**config.mk**
```make
export PLATFORM = sky130hd
export DESIGN_NAME = cve2_mem_arbiter
export DESIGN_NICKNAME = d
export VERILOG_FILES = /design/src/rtl/cve2_mem_arbiter.sv
export SDC_FILE = /design/constraint.sdc
export NUM_CORES = 1
export LEC_CHECK = 0
export BUFFER_PORTS_ARGS = -buffer_cell sky130_fd_sc_hd__buf_4
export CAP_MARGIN = 20
export CELL_PAD_IN_SITES_DETAIL_PLACEMENT = 0
export CELL_PAD_IN_SITES_GLOBAL_PLACEMENT = 1
export CORE_AREA = 2 2 114 116
export CTS_CLUSTER_SIZE = 24
export DETAILED_ROUTE_END_ITERATION = 6
export DIE_AREA = 0 0 116 118
export GPL_TIMING_DRIVEN = 0
export PLACE_DENSITY = 0.78
export SYNTH_ARGS = -nofsm -noshare
export SYNTH_HDL_FRONTEND = slang
export SYNTH_SLANG_ARGS = --single-unit
```
**constraint.sdc**
```tcl
create_clock -name clk_i -period 1.48 [get_ports clk_i]
set_clock_uncertainty 0.05 [all_clocks]
set_input_delay 0 -clock clk_i [delete_from_list [all_inputs] [get_ports clk_i]]
set_output_delay 0 -clock clk_i [all_outputs]
set_load 0.01 [all_outputs]
```
**src/rtl/cve2_mem_arbiter.sv**
```systemverilog
// rtl/cve2_mem_arbiter.sv - shares one OBI memory port between instruction fetch and LSU
// Define CVE2_ARB_RR_EN for round-robin arbitration; default is fixed data-over-instr priority.
module cve2_mem_arbiter #(
   parameter  int MaxOutstanding = 2,
   localparam int CntW           = $clog2(MaxOutstanding + 1)
) (
   input  logic            clk_i,
   input  logic            rst_ni,
   input  logic            instr_req_i,
   input  logic [31:0]     instr_addr_i,
   output logic            instr_gnt_o,
   output logic            instr_rvalid_o,
   output logic [31:0]     instr_rdata_o,
   output logic            instr_err_o,
   input  logic            data_req_i,
   input  logic            data_we_i,
   input  logic [3:0]      data_be_i,
   input  logic [31:0]     data_addr_i,
   input  logic [31:0]     data_wdata_i,
   output logic            data_gnt_o,
   output logic            data_rvalid_o,
   output logic [31:0]     data_rdata_o,
   output logic            data_err_o,
   output logic            mem_req_o,
   output logic            mem_we_o,
   output logic [3:0]      mem_be_o,
   output logic [31:0]     mem_addr_o,
   output logic [31:0]     mem_wdata_o,
   input  logic            mem_gnt_i,
   input  logic            mem_rvalid_i,
   input  logic [31:0]     mem_rdata_i,
   input  logic            mem_err_i,
   output logic [CntW-1:0] outstanding_o
);

   localparam logic [0:0] IDLE   = 1'b0;
   localparam logic [0:0] LOCKED = 1'b1;

   logic [0:0]                state_q, state_d;
   logic                      lock_src_q;
   logic [MaxOutstanding-1:0] src_q, src_d;
   logic [CntW-1:0]           cnt_q, cnt_d, wr_idx;
   logic                      full, sel, lock_hold, rr_pick, push, pop, head;

`ifdef CVE2_ARB_RR_EN
   // Source of the most recent grant; reset as instr so data wins the first tie.
   logic last_q;
   always_ff @(posedge clk_i or negedge rst_ni) begin
      if (!rst_ni) begin
         last_q <= 1'b0;
      end else if (push) begin
         last_q <= sel;
      end
   end
   assign rr_pick = ~last_q;
`else
   assign rr_pick = 1'b1;
`endif

   assign full      = (cnt_q == CntW'(MaxOutstanding));
   assign lock_hold = (state_q == LOCKED) && (lock_src_q ? data_req_i : instr_req_i);

   // sel: 1 = data, 0 = instr
   always_comb begin
      sel = data_req_i;
      if (lock_hold) begin
         sel = lock_src_q;
      end else if (instr_req_i && data_req_i) begin
         sel = rr_pick;
      end
   end

   assign mem_req_o   = (instr_req_i | data_req_i) & ~full;
   assign mem_we_o    = sel ? data_we_i : 1'b0;
   assign mem_be_o    = sel ? data_be_i : 4'hF;
   assign mem_addr_o  = sel ? data_addr_i : instr_addr_i;
   assign mem_wdata_o = sel ? data_wdata_i : 32'h0;

   assign push        = mem_req_o & mem_gnt_i;
   assign instr_gnt_o = push & ~sel;
   assign data_gnt_o  = push & sel;

   // Responses with nothing outstanding are dropped rather than routed.
   assign pop  = mem_rvalid_i & (cnt_q != '0);
   assign head = src_q[0];

   assign instr_rvalid_o = pop & ~head;
   assign instr_rdata_o  = (pop & ~head) ? mem_rdata_i : 32'h0;
   assign instr_err_o    = pop & ~head & mem_err_i;
   assign data_rvalid_o  = pop & head;
   assign data_rdata_o   = (pop & head) ? mem_rdata_i : 32'h0;
   assign data_err_o     = pop & head & mem_err_i;

   assign wr_idx = cnt_q - CntW'(pop);
   assign cnt_d  = cnt_q + CntW'(push) - CntW'(pop);

   always_comb begin
      src_d = pop ? (src_q >> 1) : src_q;
      for (int i = 0; i < MaxOutstanding; i++) begin
         if (push && (wr_idx == CntW'(i))) begin
            src_d[i] = sel;
         end
      end
   end

   // A dropped locked request simply falls through to re-arbitration here.
   always_comb begin
      state_d = (mem_req_o && !mem_gnt_i) ? LOCKED : IDLE;
   end

   always_ff @(posedge clk_i or negedge rst_ni) begin
      if (!rst_ni) begin
         state_q    <= IDLE;
         lock_src_q <= 1'b0;
         src_q      <= '0;
         cnt_q      <= '0;
      end else begin
         state_q    <= state_d;
         lock_src_q <= sel;
         src_q      <= src_d;
         cnt_q      <= cnt_d;
      end
   end

   assign outstanding_o = cnt_q;

   always @(posedge clk_i) begin
      if (rst_ni) begin
         assert (!((state_q == LOCKED) && !lock_hold))
            else $warning("arbiter: locked requester withdrew its request");
         assert (!(mem_rvalid_i && (cnt_q == '0)))
            else $warning("arbiter: response with no outstanding transaction");
      end
   end

endmodule

```
==> flow_summary.json <==
{
  "grtUsageTotal_pct": 12.0,
  "antenna_found_initial": 0,
  "setup_viol_count_final": 86,
  "die-area_mm2": 0.0137,
  "nNetsFinal": 702,
  "dr.first_iter.drc_count": 73,
  "grt_max_degree": 12,
  "r2r-start": "outstanding_o[0]",
  "cts_sinks": 6,
  "min_period_over_period_pct": 104,
  "worst-path-max-fanout": 3,
  "slowest_delay_ns": 0.43,
  "p_total_uw": 4020,
  "die_w_um": 116,
  "tns_ns": -1.70,
  "worstSetupPathType": "flop to flop",
  "postSynthAreaPerCell_um2": 5.66,
  "relSlewSlack_pct": 80.8,
  "synthCells": 257,
  "ir_drop_uv": 442,
  "synth_cell_types": 25,
  "portBuffers": 281,
  "path_buf_inv": 1,
  "cts-root-buf": "clkbuf_16",
  "drive_gt1_share_pct": 70.7,
  "ant_nets": 0,
  "via_count": 2806,
  "floorplan.rows": 41,
  "rsz0062_at_grt": "true",
  "grt-ovfl-total": 0,
  "hold_viol": 0,
  "core_mm2": 0.0124,
  "cts_max_path_buffers": 2,
  "violations": "setup timing",
  "worst_ep_arrival_time_ns": 1.58,
  "worstSetupStartpoint": "outstanding_o[0]",
  "insertedDiodeCount": 0,
  "yosys-top-cells-area": "and2_1 (43%), nand2_1 (26%), dfrtp_1 (10%)",
  "finalInstanceArea_mm2": 0.00459,
  "cts.clk_slew.worst_paths_ns": 0.03,
  "drc": 0,
  "power_leakage_uw": 0.00254,
  "timing.critical_path.cells": "buf_4 -> nor2b_4 -> nor2_1 -> o221a_1 -> ha_2 -> xor2_1",
  "worst_setup_path_start_kind": "flop",
  "drv_slew": 0,
  "synth_top_area_share_pct": 42.6,
  "path_delay_family": "flip-flops",
  "yosys_warnings": 0,
  "preCtsSetupSlack_ns": -0.186,
  "numCtsBuffers": 3,
  "critPathSlowestCell": "dfrtp_2",
  "tightest_slew_ns": 0.287,
  "grt_pass1_wl_um": 13400,
  "clock_latency_ns": 0.23,
  "drt-total-wl_um": 9350,
  "grt_pass1_vias": 2776,
  "worst_ep_required_time_ns": 1.53,
  "max_freq_ghz": 0.650,
  "die_y_um": 118,
  "outcome": "finished, violations left",
  "hpwl_um": 7440,
  "ys_seq_elements": 6,
  "fin_ws_ns": -0.0578,
  "final_core_util_pct": 37.0,
  "max_cap_viol_count": 0,
  "synth_nets": 398,
  "hold_path_class": "primary input to asynchronous set/reset pin",
  "min_period_ns": 1.54,
  "wl_per_cell_um": 12.8,
  "placed_area_mm2": 0.00379,
  "tritoncts": "done",
  "p_per_area_mw_per_mm2": 875,
  "endpoint_kind": "flop",
  "drt_pass1_iterations": 4,
  "h-tree-depth": 1,
  "syn2layout_area_growth_pct": 215,
  "ys_seq_area_share_pct": 10.3,
  "start_util_pct": 11.7,
  "viasPerCell": 3.83,
  "netlist_area_mm2": 0.00146,
  "io_pins": 282,
  "globalplace.congestion": 0.776,
  "synth_top_cell_by_area": "and2_1"
}
==> worst paths after layout <==
kind,end,slack [ns],depth (start not counted)
max reg2reg,outstanding_o[1],-0.06,6
max,outstanding_o[1],-0.06,6
max in group asynchronous,outstanding_o[1],1.18,2
min reg2reg,src_q[1],0.50,1
min in group clk_i,src_q[1],0.07,4
min,src_q[1],0.07,2
==> where the power goes <==
part / internal, uW / switching (uW) / leakage, uW
Combinational: 1910 / 1330 / 0.00243
Sequential: 233 / 82.6 / 0.0000728
Clock: 358 / 101 / 0.0000382
==> cells in the mapped netlist (all sizes together) <==
cell    number
a31oi        2
a32oi        1
and2        99
buf         16
clkbuf       1
dfrtp        6
ha           1
inv          3
mux2i        1
nand2      101
nand2b       4
nor2         7
nor2b        3
nor3         3
o21ai        6
o221a        1
or2          1
xor2         1
==> final cells by class <==
cell class	count	area, um2
buffer	16	194
clock buffer	4	78.8
fill	1295	7830
inverter	3	11.3
multi-input combinational	231	1430
sequential	6	153
tap	172	215
timing repair buffer	300	2500
==> layer usage <==
metal	part of all wire (%)	vias up	global-route usage (%)
li1	-	1380	-
met1	33	1244	12.1
met2	55	177	24.5
met3	11	5	2.83
met4	0.60	0	1.79
met5	0	-	0
==> registers in the layout (all words and copies together) (netlist names) <==
signal / flops
outstanding_o: 2
state_q: 1
lock_src_q: 1
src_q: 2
==> layout by cell type (no fill, tap or decap), drive strengths merged <==
cell	n
a31oi	2
a32oi	1
and2	99
buf	313
clkbuf	5
dfrtp	6
dlygate4sd3	2
ha	1
inv	3
mux2i	1
nand2	101
nand2b	4
nor2	7
nor2b	3
nor3	3
o21ai	6
o221a	1
or2	1
xor2	1
==> stage by stage <==
| step | hold slack [ns] | cells |
|---|---|---|
| detailed placement | -0.235 | 710 |
| finish | 0.0687 | 732 |
| floorplan | -0.346 | 257 |
| CTS | 0.0658 | 729 |
| global placement | -0.237 | 710 |
| global route | 0.0889 | 732 |
==> timing repair <==
action	in CTS	in global routing
hold endpoints to repair	7	0
buffers inserted	9	3
resized for setup	109	69
gates cloned	5	1
hold buffers	2	0
setup endpoints to repair	142	134
pin swaps	14	4
==> cell families (layout without fill, tap and decap cells) <==
| group | after synthesis | after routing | share of synthesized area, % |
|---|---|---|---|
| flip-flops | 6 | 6 | 10.3 |
| multiplexers | 1 | 1 | 0.688 |
| buffers and inverters | 20 | 323 | 7.14 |
| AND/OR/NAND/NOR | 218 | 218 | 75.6 |
| AO/OA/AOI/OAI | 10 | 10 | 4.81 |
| XOR/XNOR | 1 | 1 | 0.602 |
| adder cells (fa/ha/maj) | 1 | 1 | 0.860 |
(Power assumes the default switching activity.)
